File: config.mk
export PLATFORM = sky130hd
export DESIGN_NAME = rx_frame_check_flat
export DESIGN_NICKNAME = d
export VERILOG_FILES = /design/src/rtl/rx_frame_check_pkg.sv /design/src/rtl/rx_frame_check_if.sv /design/src/rtl/rx_frame_check_parity.sv /design/src/rtl/rx_frame_check.sv /design/src/flat_wrapper.sv
export SDC_FILE = /design/constraint.sdc
export NUM_CORES = 1
export LEC_CHECK = 0
export ABC_AREA = 1
export CAP_MARGIN = 20
export CORE_ASPECT_RATIO = 1.1
export CORE_MARGIN = 4
export CORE_UTILIZATION = 46
export CTS_CLUSTER_DIAMETER = 60
export CTS_CLUSTER_SIZE = 12
export DETAILED_ROUTE_END_ITERATION = 7
export PLACE_DENSITY = 0.77
export SLEW_MARGIN = 10
export SYNTH_ARGS = -nofsm -noshare
export SYNTH_HDL_FRONTEND = slang
export SYNTH_SLANG_ARGS = --single-unit
File: constraint.sdc
create_clock -name clk_based_on_prescale -period 1.34 [get_ports clk_based_on_prescale]
set_input_delay 0.134 -clock clk_based_on_prescale [delete_from_list [all_inputs] [get_ports clk_based_on_prescale]]
set_output_delay 0.134 -clock clk_based_on_prescale [all_outputs]
set_load 0.01 [all_outputs]
File: src/rtl/rx_frame_check_pkg.sv
// rx_frame_pkg
// Shared definitions for the UART receive frame checker: the parity_type
// encodings, the frame FSM states and the bit counter width.
// No ports (package).

package rx_frame_pkg;

  typedef enum logic [1:0] {
    PAR_EVEN  = 2'b00,
    PAR_ODD   = 2'b01,
    PAR_MARK  = 2'b10,
    PAR_SPACE = 2'b11
  } parity_mode_e;

  typedef enum logic [2:0] {
    IDLE   = 3'd0,
    DATA   = 3'd1,
    PARITY = 3'd2,
    STOP   = 3'd3,
    DONE   = 3'd4
  } state_e;

  // Wide enough to count up to the largest legal DATA_WIDTH (9).
  localparam int BIT_CNT_W = 4;

endpackage

File: src/rtl/rx_frame_check_if.sv
// rx_frame_check_if
// Bundles the sampled bit stream coming from the oversampling front end with
// the per-frame result going to the consumer.
//   frame_start, sampled_data, sampled_data_valid : bit stream into the checker
//   rx_data, data_valid, parity_error, stop_error : frame result out of it
// master : the side that drives the bit stream and receives the result
// slave  : the frame checker itself

interface rx_frame_check_if #(
  parameter int DATA_WIDTH = 8
);

  logic                  frame_start;
  logic                  sampled_data;
  logic                  sampled_data_valid;
  logic [DATA_WIDTH-1:0] rx_data;
  logic                  data_valid;
  logic                  parity_error;
  logic                  stop_error;

  modport master (
    output frame_start, sampled_data, sampled_data_valid,
    input  rx_data, data_valid, parity_error, stop_error
  );

  modport slave (
    input  frame_start, sampled_data, sampled_data_valid,
    output rx_data, data_valid, parity_error, stop_error
  );

endinterface

File: src/rtl/rx_frame_check_parity.sv
// rx_parity_gen
// Combinational expected-parity bit for an assembled data word.
//   data     : assembled data word
//   mode     : parity mode (even, odd, mark, space)
//   expected : parity bit the line should carry

module rx_parity_gen
  import rx_frame_pkg::*;
#(
  parameter int DATA_WIDTH = 8
) (
  input  logic [DATA_WIDTH-1:0] data,
  input  parity_mode_e          mode,
  output logic                  expected
);

  always_comb begin
    expected = 1'b0;
    case (mode)
      PAR_EVEN:  expected = ^data;
      PAR_ODD:   expected = ~^data;
      PAR_MARK:  expected = 1'b1;
      PAR_SPACE: expected = 1'b0;
      default:   expected = 1'b0;
    endcase
  end

endmodule

File: src/rtl/rx_frame_check.sv
// rx_frame_check
// Assembles one UART frame from majority-voted samples, checks its parity and
// stop bits, and keeps saturating totals of parity and stop errors.
//   clk_based_on_prescale : oversampled bit-rate clock, rising edge only
//   asy_reset             : synchronous active-high reset
//   parity_enable         : frame carries a parity bit (captured at frame_start)
//   parity_type           : 00 even, 01 odd, 10 mark, 11 space (captured at frame_start)
//   err_clear             : zeroes both error counters
//   busy                  : high whenever the FSM is not IDLE
//   parity_err_count      : saturating count of frames with a parity error
//   stop_err_count        : saturating count of frames with a stop error
//   bus                   : bit stream in, frame result out (slave modport)

module rx_frame_check
  import rx_frame_pkg::*;
#(
  parameter int DATA_WIDTH = 8,
  parameter int STOP_BITS  = 1,
  parameter int CNT_WIDTH  = 8
) (
  input  logic                 clk_based_on_prescale,
  input  logic                 asy_reset,
  input  logic                 parity_enable,
  input  logic [1:0]           parity_type,
  input  logic                 err_clear,
  output logic                 busy,
  output logic [CNT_WIDTH-1:0] parity_err_count,
  output logic [CNT_WIDTH-1:0] stop_err_count,
  rx_frame_check_if.slave      bus
);

  localparam logic [BIT_CNT_W-1:0] LAST_DATA = BIT_CNT_W'(DATA_WIDTH - 1);
  localparam logic [BIT_CNT_W-1:0] LAST_STOP = BIT_CNT_W'(STOP_BITS - 1);

  state_e                 state;
  state_e                 state_next;
  logic [BIT_CNT_W-1:0]   bit_count;
  logic                   par_en_q;
  parity_mode_e           par_type_q;
  logic [DATA_WIDTH-1:0]  data_q;
  logic                   par_err_q;
  logic                   stop_err_q;
  logic                   par_expected;

  rx_parity_gen #(
    .DATA_WIDTH (DATA_WIDTH)
  ) u_parity (
    .data     (data_q),
    .mode     (par_type_q),
    .expected (par_expected)
  );

  assign bus.rx_data      = data_q;
  assign bus.parity_error = par_err_q;
  assign bus.stop_error   = stop_err_q;

  // A frame_start anywhere wins over whatever the current state would do,
  // which both aborts a frame in flight and drops a coincident sample.
  always_comb begin
    state_next     = state;
    busy           = (state != IDLE);
    bus.data_valid = (state == DONE);
    case (state)
      IDLE: state_next = IDLE;
      DATA:
        if (bus.sampled_data_valid && bit_count == LAST_DATA)
          state_next = par_en_q ? PARITY : STOP;
      PARITY:
        if (bus.sampled_data_valid)
          state_next = STOP;
      STOP:
        if (bus.sampled_data_valid && bit_count == LAST_STOP)
          state_next = DONE;
      DONE: state_next = IDLE;
      default: state_next = IDLE;
    endcase
    if (bus.frame_start)
      state_next = DATA;
  end

  // Frame datapath. Configuration is latched at frame_start so a mid-frame
  // change on the config pins cannot corrupt the frame being received.
  // rx_data is only touched while shifting, so it holds after DONE.
  always_ff @(posedge clk_based_on_prescale) begin
    if (asy_reset) begin
      state      <= IDLE;
      bit_count  <= '0;
      par_en_q   <= 1'b0;
      par_type_q <= PAR_EVEN;
      data_q     <= '0;
      par_err_q  <= 1'b0;
      stop_err_q <= 1'b0;
    end else begin
      state <= state_next;
      if (bus.frame_start) begin
        bit_count  <= '0;
        par_en_q   <= parity_enable;
        par_type_q <= parity_mode_e'(parity_type);
        par_err_q  <= 1'b0;
        stop_err_q <= 1'b0;
      end else if (bus.sampled_data_valid) begin
        case (state)
          DATA: begin
            data_q    <= {bus.sampled_data, data_q[DATA_WIDTH-1:1]};
            bit_count <= (bit_count == LAST_DATA) ? '0 : bit_count + 1'b1;
          end
          PARITY: par_err_q <= (bus.sampled_data != par_expected);
          STOP: begin
            if (!bus.sampled_data)
              stop_err_q <= 1'b1;
            bit_count <= bit_count + 1'b1;
          end
          default: ;
        endcase
      end
    end
  end

  // Error totals bump once per completed frame and stick at all-ones;
  // a clear in the same cycle as a bump wins.
  always_ff @(posedge clk_based_on_prescale) begin
    if (asy_reset || err_clear) begin
      parity_err_count <= '0;
      stop_err_count   <= '0;
    end else if (state == DONE) begin
      if (par_err_q && parity_err_count != '1)
        parity_err_count <= parity_err_count + 1'b1;
      if (stop_err_q && stop_err_count != '1)
        stop_err_count <= stop_err_count + 1'b1;
    end
  end

endmodule

File: src/flat_wrapper.sv
// flat-port wrapper written by rule: the top's interface ports become plain ports
module rx_frame_check_flat import rx_frame_pkg::*;
#(
  parameter int DATA_WIDTH = 8,
  parameter int STOP_BITS  = 1,
  parameter int CNT_WIDTH  = 8
)
  (clk_based_on_prescale, asy_reset, parity_enable, parity_type, err_clear, busy, parity_err_count, stop_err_count, bus_frame_start, bus_sampled_data, bus_sampled_data_valid, bus_rx_data, bus_data_valid, bus_parity_error, bus_stop_error);
  rx_frame_check_if #(.DATA_WIDTH(DATA_WIDTH)) bus_i ();
  input  logic clk_based_on_prescale;
  input  logic asy_reset;
  input  logic parity_enable;
  input  logic [1:0] parity_type;
  input  logic err_clear;
  output logic busy;
  output logic [CNT_WIDTH-1:0] parity_err_count;
  output logic [CNT_WIDTH-1:0] stop_err_count;
  input wire logic [$bits(bus_i.frame_start)-1:0] bus_frame_start;
  input wire logic [$bits(bus_i.sampled_data)-1:0] bus_sampled_data;
  input wire logic [$bits(bus_i.sampled_data_valid)-1:0] bus_sampled_data_valid;
  output wire logic [$bits(bus_i.rx_data)-1:0] bus_rx_data;
  output wire logic [$bits(bus_i.data_valid)-1:0] bus_data_valid;
  output wire logic [$bits(bus_i.parity_error)-1:0] bus_parity_error;
  output wire logic [$bits(bus_i.stop_error)-1:0] bus_stop_error;
  assign bus_i.frame_start = bus_frame_start;
  assign bus_i.sampled_data = bus_sampled_data;
  assign bus_i.sampled_data_valid = bus_sampled_data_valid;
  assign bus_rx_data = bus_i.rx_data;
  assign bus_data_valid = bus_i.data_valid;
  assign bus_parity_error = bus_i.parity_error;
  assign bus_stop_error = bus_i.stop_error;
  rx_frame_check #(.DATA_WIDTH(DATA_WIDTH), .STOP_BITS(STOP_BITS), .CNT_WIDTH(CNT_WIDTH)) u_core (.clk_based_on_prescale(clk_based_on_prescale), .asy_reset(asy_reset), .parity_enable(parity_enable), .parity_type(parity_type), .err_clear(err_clear), .busy(busy), .parity_err_count(parity_err_count), .stop_err_count(stop_err_count), .bus(bus_i));
endmodule
# --- After elaboration in Yosys (flattened, before gate mapping) ---
# Index checks and enable logic that the tools add are counted.
totals:
  latch_bits: 0
  elab_cells: 61
  mem_count: 0
  mem_bits_rw: 0
  in_bits: 9
  reg_bits: 36
  mem_bits_ro: 0
  output_inout_bits: 28
op_classes:
  shifts: 0
  mux: 9
  bitwise: 2
  n_div: 0
  addsub: 3
  multipliers: 0
  eq_ne: 17
  reduce_logical: 20
  magnitude_cmp: 0
op_table:
  columns: ["operator", "n"]
  rows:
  - ["$add A8 B1 Y8 const B", 2]
  - ["$ne A8 B8 Y1 const B", 2]
  - ["$reduce_and A3 Y1", 4]
  - ["$mux W3", 3]
  - ["$pmux W3 S3", 1]
  - ["$pmux W4 S2", 1]
  - ["$reduce_and A2 Y1", 4]
  - ["$reduce_xnor A8 Y1", 1]
  - ["$reduce_xor A8 Y1", 1]
  - ["$eq A3 B2 Y1 const B", 2]
  - ["$ne A3 B2 Y1 const B", 2]
  - ["$add A4 B1 Y4 const B", 1]
  - ["$eq A2 B2 Y1 const B", 2]
  - ["$eq A4 B3 Y1 const B", 1]
  - ["$logic_and A1 B1 Y1", 4]
  - ["$logic_not A4 Y1", 1]
  - ["$mux W4", 1]
  - ["$ne A2 B1 Y1 const B", 2]
  - ["$pmux W1 S4", 1]
  - ["$eq A3 B1 Y1 const B", 1]
  - ["$eq A3 B3 Y1 const B", 1]
  - ["$ne A3 B3 Y1 const B", 1]
  - ["$reduce_bool A3 Y1", 1]
  - ["$eq A2 B1 Y1 const B", 1]
  - ["other kinds (8)", 10]

# --- Logic depth before layout (Yosys ltp) ---
# Gate-level depths: netlist (run 1).
logic_depth:
  word_depth: 5
  mapped_depth: 11
  depth_no_buf: 11

# --- By module ---
# From an unflattened synthesis (run 1), not the netlist that was laid out.
hier_totals:
  hier_cells: 315
  area_unflattened_um2: 2034.5
by_module_without_submodules:
  columns: ["module", "cells_per_inst", "area_per_inst_um2", "instances", "seq_area_each_um2"]
  rows:
  - ["rx_frame_check", 263, 1821.7, 1, 720.7]
  - ["rx_parity_gen", 52, 212.7, 1, 0.0]

# --- Least setup slack after synthesis (run 1) ---
# No wires, ideal clock.
synth_path:
  path_kind: "reg2reg"
  startpoint: "register u_core.stop_err_count[0]"
  endpoint: "register u_core.stop_err_count[6]"
  required_ps: 1219
  arrival_ps: 1346
  path_stages_with_launch: 10
  path_slack_ps: -127
  path_buffers: 0
  period_less_slack_ps: 1467
  setup_time_ps: 121
  cell_sequence: "dfxtp_1 ha_1 nand3_2 nor2_2 nand3_1 nand2_2 inv_4 nand2_1 xor2_1 nor2_1"
synth_between:
  elab_chain_len: 3
  word_cells_on_any_way: 4
synth_rtl:
  columns: ["item", "line_no", "rtl"]
  rows:
  - ["start, declared", "rx_frame_check.sv:28", "output logic [CNT_WIDTH-1:0] stop_err_count,"]
  - ["start signal, assigned", "rx_frame_check.sv:129", "stop_err_count <= stop_err_count + 1'b1;"]
  - ["branches (longest 3 deep; another with $add A8 B1 Y8)", null, null]
# Parallel ways; which one is timed is not known.
# A chain may end at the register's enable or synchronous reset.

# --- Final worst setup path (run 1) ---
# Ends and elaborated chain as after synthesis.

==> results of run 1 <==
[worst max-delay path, delay by kind of cell, from the launching register on]
family / cells / cell delay [ns]
xor+xnor: 1 / 0.15
fa+ha+maj: 1 / 0.14
simple gates: 6 / 0.55
buf+inv: 1 / 0.06
flops: 1 / 0.35
[worst paths after layout]
check	startpoint	to	slack [ns]	cells past startpoint
worst max register to register	u_core.stop_err_count[0]	u_core.stop_err_count[6]	-0.03	9
worst max-delay path	u_core.stop_err_count[0]	u_core.stop_err_count[6]	-0.03	9
worst min-delay path	parity_type[0]	u_core.par_type_q[0]	0.44	3
worst min register to register	u_core.par_type_q[1]	u_core.par_type_q[1]	0.50	2
[per-stage QoR]
stage / TNS, ns / setup WS, ns / util
after CTS: -0.0237 / -0.0153 / 0.698
after detailed placement: -1.48 / -0.191 / 0.672
after floorplan: -0.00297 / -0.00297 / -
final: -0.0343 / -0.0343 / 0.731
after global placement: -0.904 / -0.0912 / 0.672
after global routing: -0.503 / -0.100 / 0.731
[kinds of logic (layout without fill, tap and decap cells)]
family,after synthesis,after routing,synth area share
simple gates,121,121,0.315
compound gates,50,50,0.153
buf+inv,38,113,0.0832
flops,36,36,0.393
xor+xnor,6,6,0.0286
fa+ha+maj,4,4,0.0273
[synth_stat cells, types with 4 or more instances]
cell | instances | area share
a21oi_1 | 21 | 0.057
nor2_2 | 6 | 0.020
nand3_1 | 18 | 0.049
dfxtp_1 | 36 | 0.39
xor2_1 | 5 | 0.024
nand2_1 | 50 | 0.10
nand2_2 | 6 | 0.020
inv_1 | 33 | 0.068
o21ai_0 | 15 | 0.041
ha_1 | 4 | 0.027
nor2_1 | 28 | 0.057
[per-layer routing]
| layer | track usage | routed length (um) | vias up |
|---|---|---|---|
| li1 | - | - | 971 |
| met1 | 0.214 | 1820 | 834 |
| met2 | 0.316 | 2120 | 42 |
| met3 | 0.0423 | 206 | 5 |
| met4 | 0.0596 | 42 | 0 |
| met5 | 0 | 0 | - |
[cell type report]
cell class	instances	area, um2
Inverter	36	140
Timing Repair Buffer	69	599
Clock buffer	8	90.1
Tap cell	50	62.6
Multi-Input combinational cell	181	1100
Fill cell	315	1000
Sequential cell	36	743
[registers in the layout (all words and copies together) (netlist names)]
name	flops
u_core.bus.stop_error	1
u_core.bus.parity_error	1
u_core.par_type_q	2
u_core.bus.rx_data	8
u_core.bit_count	4
u_core.par_en_q	1
u_core.state	3
u_core.stop_err_count	8
u_core.parity_err_count	8
[what timing repair did]
| item | in CTS | in global routing |
|---|---|---|
| setup endpoints to repair | 31 | 21 |
| gates resized for setup | 32 | 35 |
| hold endpoints to repair | 0 | 0 |
| pin swaps | 2 | 8 |
| setup buffers | 2 | 2 |
| cloned | 0 | 0 |
[where the power goes]
part | switching [mW] | internal, mW | total (mW)
sequential | 0.0239 | 1.09 | 1.12
clock | 0.355 | 0.419 | 0.774
combinational | 0.170 | 0.140 | 0.310
total | 0.549 | 1.65 | 2.20
==> run summary, run 1 <==
Vias in the first global route: 1742
Register bit total from synthesis: 36
Gpl congestion: 0.821
Hold WS: 0.445 ns
Final period util: 1.03
Starting Density: 0.490
Arr. time, crit path: 1.54 ns
Syn_area_per_cell: 7.19 um2
Final setup viols: 1
MaxCap Viol Count: 0
Dominant synthesized flop cell: dfxtp_1
Hold Crit Class: input pin to flip-flop
Layout cell share with drive strength beyond 1: 0.303
Post-synth ARST share: 0
Post-synth EDFFs: 0
Crit path max fanout: 7
Fmax: 728 MHz
Leak pwr: 1.27 nW
First-pass GRT wire length: 7.02 mm
Die Height: 74.2 um
Failing checks: setup timing
Crit-path slowest cell: dfxtp_2
GRT Resource Usage Total: 0.180
Clk_skew: 0.00487 ns
Design Area, Final: 2740 um2
CP Cell Sequence: ha_4 > nand3_2 > nor2_4 > nand3_2 > nand2_4 > inv_4 > nand2_2 > xor2_1 > nor2_1
Slew margin rel.: 0.793
Most frequent cells in the layout: nand2_1, buf_4, inv_1, nor2_1, dfxtp_1
TritonCTS buffer count: 5
Slew @ Worst Pin: 0.308 ns
Synth unique cells: 32
Status: complete, but fails checks
Sink Count: 36
Yosys Warn Count: 0
Die ar.: 5060 um2
CP endpoint kind: flip-flop
CP required: 1.51 ns
CTS H-tree depth: 2
Placed cell area: 2510 um2
Mapped cell area: 1830 um2
Pin count of the biggest net entering global routing: 17
Final WS setup: -0.0343 ns
IO Count: 37
CTS tree: built
Power Dens Cells: 804 nW/um2
Power consumption: 2.20 mW
DRT iter0 DRCs: 68
WS Path Type: flip-flop to flip-flop
DRC Markers: 0
Post-layout nets: 342
IR Drop Worst-Case VDD: 0.720 mV
Finished Layout Cells: 380
ANT cells: 0
Port bufs: 36
DPL Wire Length: 3.14 mm
Max-slew violation count: 0
Remaining Overflow, GRT: 0
Sequential cell area fraction in the yosys report: 0.393
Slowest stage delay, CP: 0.35 ns
Hold Vio Cnt, Final: 0
Die width: 68.2 um
Cell count after placement: 368
CTS Hold Bufs: 0
Clock root cell: clkbuf_8
Syn Inst Count: 255
Pre-antenna DRT Iters: 4
Worst setup SP type: flip-flop
RSZ-0062 raised after global routing: yes
Crit-path most repeated cell: nand3_2
Vias/cell: 4.87
Worst-path clk slew: 0.07 ns
Clock Path Buffers: 2
Min Tclk post-route: 1.37 ns
Post-Syn Nets: 268
Area growth syn-to-layout: 49.2%
Most common cell after layout, fill and taps aside: nand2_1
Core area: 3740 um2
Antenna violations before repair: 0
Worst-Skew Late Latency: 0.28 ns
Routed WL per cell: 11.0 um
Via count: 1852
Routed Wire Length: 4.19 mm
Final ANT Viol Nets: 0
Core Rows: 23
Note: power is estimated with default switching activity, not from simulation.
==> inputs of run 2 (changes only) <==
CORE_UTILIZATION = 48   (was 46)
CTS_BUF_LIST = sky130_fd_sc_hd__clkbuf_8   (was unset)
PLACE_DENSITY = 0.8   (was 0.77)
==> run summary, run 2 (synthesis gave the netlist of run 1 again) <==
Crit-path most repeated cell: nor2_4
Slew margin rel.: 0.784
Leak pwr: 1.31 nW
Final period util: 1.07
Core Rows: 23
Die ar.: 4880 um2
CTS Hold Bufs: 0
Layout cell share with drive strength beyond 1: 0.338
Pre-antenna DRT Iters: 4
Power Dens Cells: 885 nW/um2
Min Tclk post-route: 1.43 ns
Vias in the first global route: 1769
Most common cell after layout, fill and taps aside: nand2_1
CP endpoint kind: flip-flop
Pin count of the biggest net entering global routing: 17
Hold WS: 0.427 ns
Post-layout nets: 349
Via count: 1915
Status: complete, but fails checks
Starting Density: 0.502
Slew @ Worst Pin: 0.323 ns
Worst-path clk slew: 0.07 ns
Hold Crit Class: input pin to flip-flop
Clock root cell: clkbuf_8
Core area: 3650 um2
Final core occ: 0.783
RSZ-0062 raised after global routing: yes
CTS tree: built
DPL Wire Length: 3.25 mm
Critical path startpoint: u_core.stop_err_count[0]
ANT cells: 0
Hold Vio Cnt, Final: 0
R2R depth: 9
Vias/cell: 4.95
Power consumption: 2.53 mW
DRT iter0 DRCs: 131
First-pass GRT wire length: 7.22 mm
CTS H-tree depth: 2
Die width: 66.9 um
Antenna violations before repair: 0
Fmax: 700 MHz
Final WS setup: -0.0891 ns
Worst-Skew Late Latency: 0.29 ns
Clock Path Buffers: 2
WS Path Type: flip-flop to flip-flop
CP Cell Sequence: ha_4 > nand3_4 > nor2_4 > nand3_2 > nand2_4 > buf_4 > nor2_4 > a21oi_1 > o21a_1
Worst setup SP type: flip-flop
Gpl congestion: 0.827
Capturing point of the worst reg2reg path: u_core.stop_err_count[3]
Crit-path slowest cell: dfxtp_2
MaxCap Viol Count: 0
Flop2flop setup slack: -0.09 ns
Routed WL per cell: 13.1 um
CP required: 1.58 ns
Max-slew violation count: 0
End of the critical path: u_core.stop_err_count[3]
Final ANT Viol Nets: 0
Slowest stage delay, CP: 0.36 ns
Remaining Overflow, GRT: 0
Port bufs: 36
Failing checks: setup timing
Final setup viols: 7
Arr. time, crit path: 1.67 ns
TritonCTS buffer count: 5
Setup TNS Final: -0.341 ns
Clk_skew: 0.00511 ns
Die Height: 72.8 um
Routed Wire Length: 5.08 mm
DRC Markers: 0
Area growth syn-to-layout: 55.9%
Sink Count: 36
IR Drop Worst-Case VDD: 0.845 mV
Number of fill cells: 263
RR Startpoint: u_core.stop_err_count[0]
Most frequent cells in the layout: nand2_1, buf_4, inv_1, nor2_1, dlygate4sd2_1
GRT Resource Usage Total: 0.191
Crit path max fanout: 4
IO Count: 37
[run 2: through the flow]
| step | worst slack, ns | area [um2] | instances |
|---|---|---|---|
| 6_report | -0.0891 | 2860 | 387 |
| 5_1_grt | -0.155 | 2860 | 387 |
| 4_1_cts | -0.0567 | 2660 | 380 |
| 3_5_place_dp | -0.184 | 2540 | 372 |
| 3_3_place_gp | -0.111 | 2540 | 372 |
| 2_1_floorplan | -0.00297 | 1870 | 255 |
[run 2: worst max-delay path, delay by kind of cell (launching register included)]
family          cells  cell delay, ns
fa+ha+maj           1            0.15
compound gates      2            0.26
flops               1            0.36
buf+inv             1            0.13
simple gates        5            0.47
[run 2: worst min path at each step]
stage	start	end	slack [ns]	cells after the start
CTS	parity_enable	u_core.par_en_q	0.43	3
floorplan	asy_reset	u_core.state[0]	0.20	1
finish	parity_enable	u_core.par_en_q	0.43	3
global placement	u_core.par_type_q[1]	u_core.par_type_q[1]	0.47	2
detailed placement	u_core.par_type_q[1]	u_core.par_type_q[1]	0.49	2
global route	parity_enable	u_core.par_en_q	0.42	3
[run 2: timing repair]
item / 4_1_cts / 5_1_grt
pin swaps: 2 / 17
buffers inserted: 0 / 7
gates resized for setup: 35 / 42
setup endpoints to repair: 30 / 20
[run 2: metal layers]
metal	vias up	track usage	share of wire
li1	984	-	-
met1	865	0.215	0.40
met2	54	0.348	0.53
met3	12	0.0524	0.046
met4	0	0.0541	0.025
met5	-	0	0
[run 2: final cells by class]
type / instances / area, um2 / share of cell area
timing repair buffer: 76 / 643 / 0.225
clock buffer: 7 / 96.3 / 0.0337
sequential: 36 / 748 / 0.262
inverter: 36 / 145 / 0.0507
multi-input combinational: 181 / 1130 / 0.397
tap: 50 / 62.6 / 0.0219
clock inverter: 1 / 30.0 / 0.0105
[run 2: report_power, final]
part | leakage [nW] | internal (mW) | switching [mW]
logic | 0.947 | 0.158 | 0.188
registers | 0.300 | 1.09 | 0.0254
clock network | 0.0645 | 0.657 | 0.410
==> inputs of run 3 (changes only) <==
CORE_UTILIZATION = 35   (was 48)
MAX_ROUTING_LAYER = met4   (was unset)
PLACE_DENSITY = 0.62   (was 0.8)
==> run summary, run 3 (synthesis gave the netlist of run 1 again) <==
End of the critical path: u_core.state[0]
RSZ-0062 raised after global routing: yes
Routed Wire Length: 4.42 mm
Port bufs: 36
Most frequent cells in the layout: nand2_1, buf_4, inv_1, dlygate4sd2_1, nor2_1
IO Count: 37
DPL Wire Length: 3.18 mm
Finished Layout Cells: 395
CTS tree: built
Die ar.: 6460 um2
Max-slew violation count: 0
Sw Share: 0.251
CTS H-tree depth: 2
Capturing point of the worst reg2reg path: u_core.state[0]
Antenna violations before repair: 0
Hold WS: 0.430 ns
Final period util: 1.01
Crit-path slowest cell: dfxtp_2
Final WS setup: -0.0123 ns
Design Area, Final: 2820 um2
Seq pwr share: 0.468
Post-layout nets: 349
Slowest stage delay, CP: 0.34 ns
Crit path max fanout: 3
Core area: 5030 um2
Worst setup SP type: flip-flop
Clock power share: 0.396
DRT iter0 DRCs: 45
Layout cell share with drive strength beyond 1: 0.326
Worst-Skew Late Latency: 0.29 ns
Arr. time, crit path: 1.57 ns
Clock Path Buffers: 2
Final setup viols: 2
Sink Count: 36
Number of fill cells: 467
MaxCap Viol Count: 0
Fmax: 739 MHz
Pre-antenna DRT Iters: 4
Pin count of the biggest net entering global routing: 17
Vias in the first global route: 1843
Die width: 77.0 um
Die Height: 83.9 um
Routed WL per cell: 11.2 um
WS Path Type: flip-flop to flip-flop
Clock root cell: clkbuf_8
Internal Pwr Total: 1.79 mW
First-pass GRT wire length: 7.65 mm
CP required: 1.56 ns
Slew margin rel.: 0.805
Hold Vio Cnt, Final: 0
Hold Crit Class: input pin to flip-flop
Vias/cell: 4.73
Cell count after placement: 378
Switching power total: 0.600 mW
Clk_skew: 0.00613 ns
Gpl congestion: 0.847
Via count: 1868
Placed cell area: 2550 um2
IR Drop Worst-Case VDD: 0.515 mV
Min Tclk post-route: 1.35 ns
Remaining Overflow, GRT: 0
Status: complete, but fails checks
Core Rows: 27
Final ANT Viol Nets: 0
CP endpoint kind: flip-flop
Worst-path clk slew: 0.08 ns
Leak pwr: 1.33 nW
Failing checks: setup timing
R2R depth: 8
Critical path startpoint: u_core.bit_count[0]
Comb power frac: 0.136
Power Dens Cells: 848 nW/um2
DRC Markers: 0
Most common cell after layout, fill and taps aside: nand2_1
TritonCTS buffer count: 5
RR Startpoint: u_core.bit_count[0]
ANT cells: 0
GRT Resource Usage Total: 0.146
Starting Density: 0.364
CTS Hold Bufs: 0
Area growth syn-to-layout: 53.8%
CP Cell Sequence: inv_2 > ha_4 > nand3_2 > o21ai_2 > nand2_2 > nor2_4 > a21oi_1 > a21oi_1
Flop2flop setup slack: -0.01 ns
Crit-path most repeated cell: a21oi_1
Slew @ Worst Pin: 0.291 ns
## run 3: cell count changes in the layout (fill, tap and decap cells not counted), sizes merged
cell and delta:
clkbuf -2, dlygate4sd2 +2, clkdlybuf4s50 -1, clkinv +1, dlymetal6s2s -1, inv +1
## run 3: how the worst min path moves through the flow
stage	from	end	slack, ns	cells past startpoint
floorplan	asy_reset	u_core.state[0]	0.20	1
global placement	u_core.par_type_q[1]	u_core.par_type_q[1]	0.47	2
detailed placement	u_core.par_type_q[1]	u_core.par_type_q[1]	0.48	2
CTS	parity_type[0]	u_core.par_type_q[0]	0.41	3
global route	parity_enable	u_core.par_en_q	0.44	3
finish	parity_enable	u_core.par_en_q	0.43	3
## run 3: metal layers
metal	vias to the layer above	global-route usage	wire length, um
met4	0	0.0599	95
li1	990	-	-
met5	-	-	0
met2	38	0.242	2150
met1	831	0.168	2000
met3	9	0.0367	175
## run 3: repair_timing
item / CTS / global route
pin swaps: 5 / 13
endpoints found under the setup margin: 30 / 22
resized for setup: 39 / 33
buffers inserted: 5 / 4
## run 3: metrics by stage
stage | total power [mW] | setup WS [ns] | utilization | setup TNS, ns
after floorplan | 1.31 | -0.00297 | - | -0.00297
after global placement | 1.45 | -0.0884 | 0.507 | -0.929
after detailed placement | 1.46 | -0.168 | 0.507 | -1.42
after CTS | 2.40 | -0.00970 | 0.534 | -0.00970
after global routing | 2.52 | -0.0741 | 0.560 | -0.488
final | 2.39 | -0.0123 | 0.560 | -0.0238
## run 3: power by group through the flow
stage	combinational [mW]	sequential (mW)	clock (mW)
6_report	0.326	1.12	0.946
5_1_grt	0.365	1.12	1.03
4_1_cts	0.304	1.12	0.982
3_5_place_dp	0.315	1.14	0
3_3_place_gp	0.311	1.14	0
2_1_floorplan	0.167	1.15	0
## run 3: cell type report
cell class	count	area, um2	area share
clock inverter	3	38.8	0.0138
timing repair buffer	76	651	0.231
tap	58	72.6	0.0257
inverter	36	143	0.0506
sequential	36	748	0.265
multi-input combinational	181	1100	0.390
clock buffer	5	68.8	0.0244
## run 3: critical path, delay by kind of cell (launching register included)
family	cells	cell delay (ns)
AOI/OAI and AO/OA	3	0.41
DFF	1	0.34
and+or+nand+nor	3	0.32
adders and majority gates	1	0.13
buffers and inverters	1	0.09
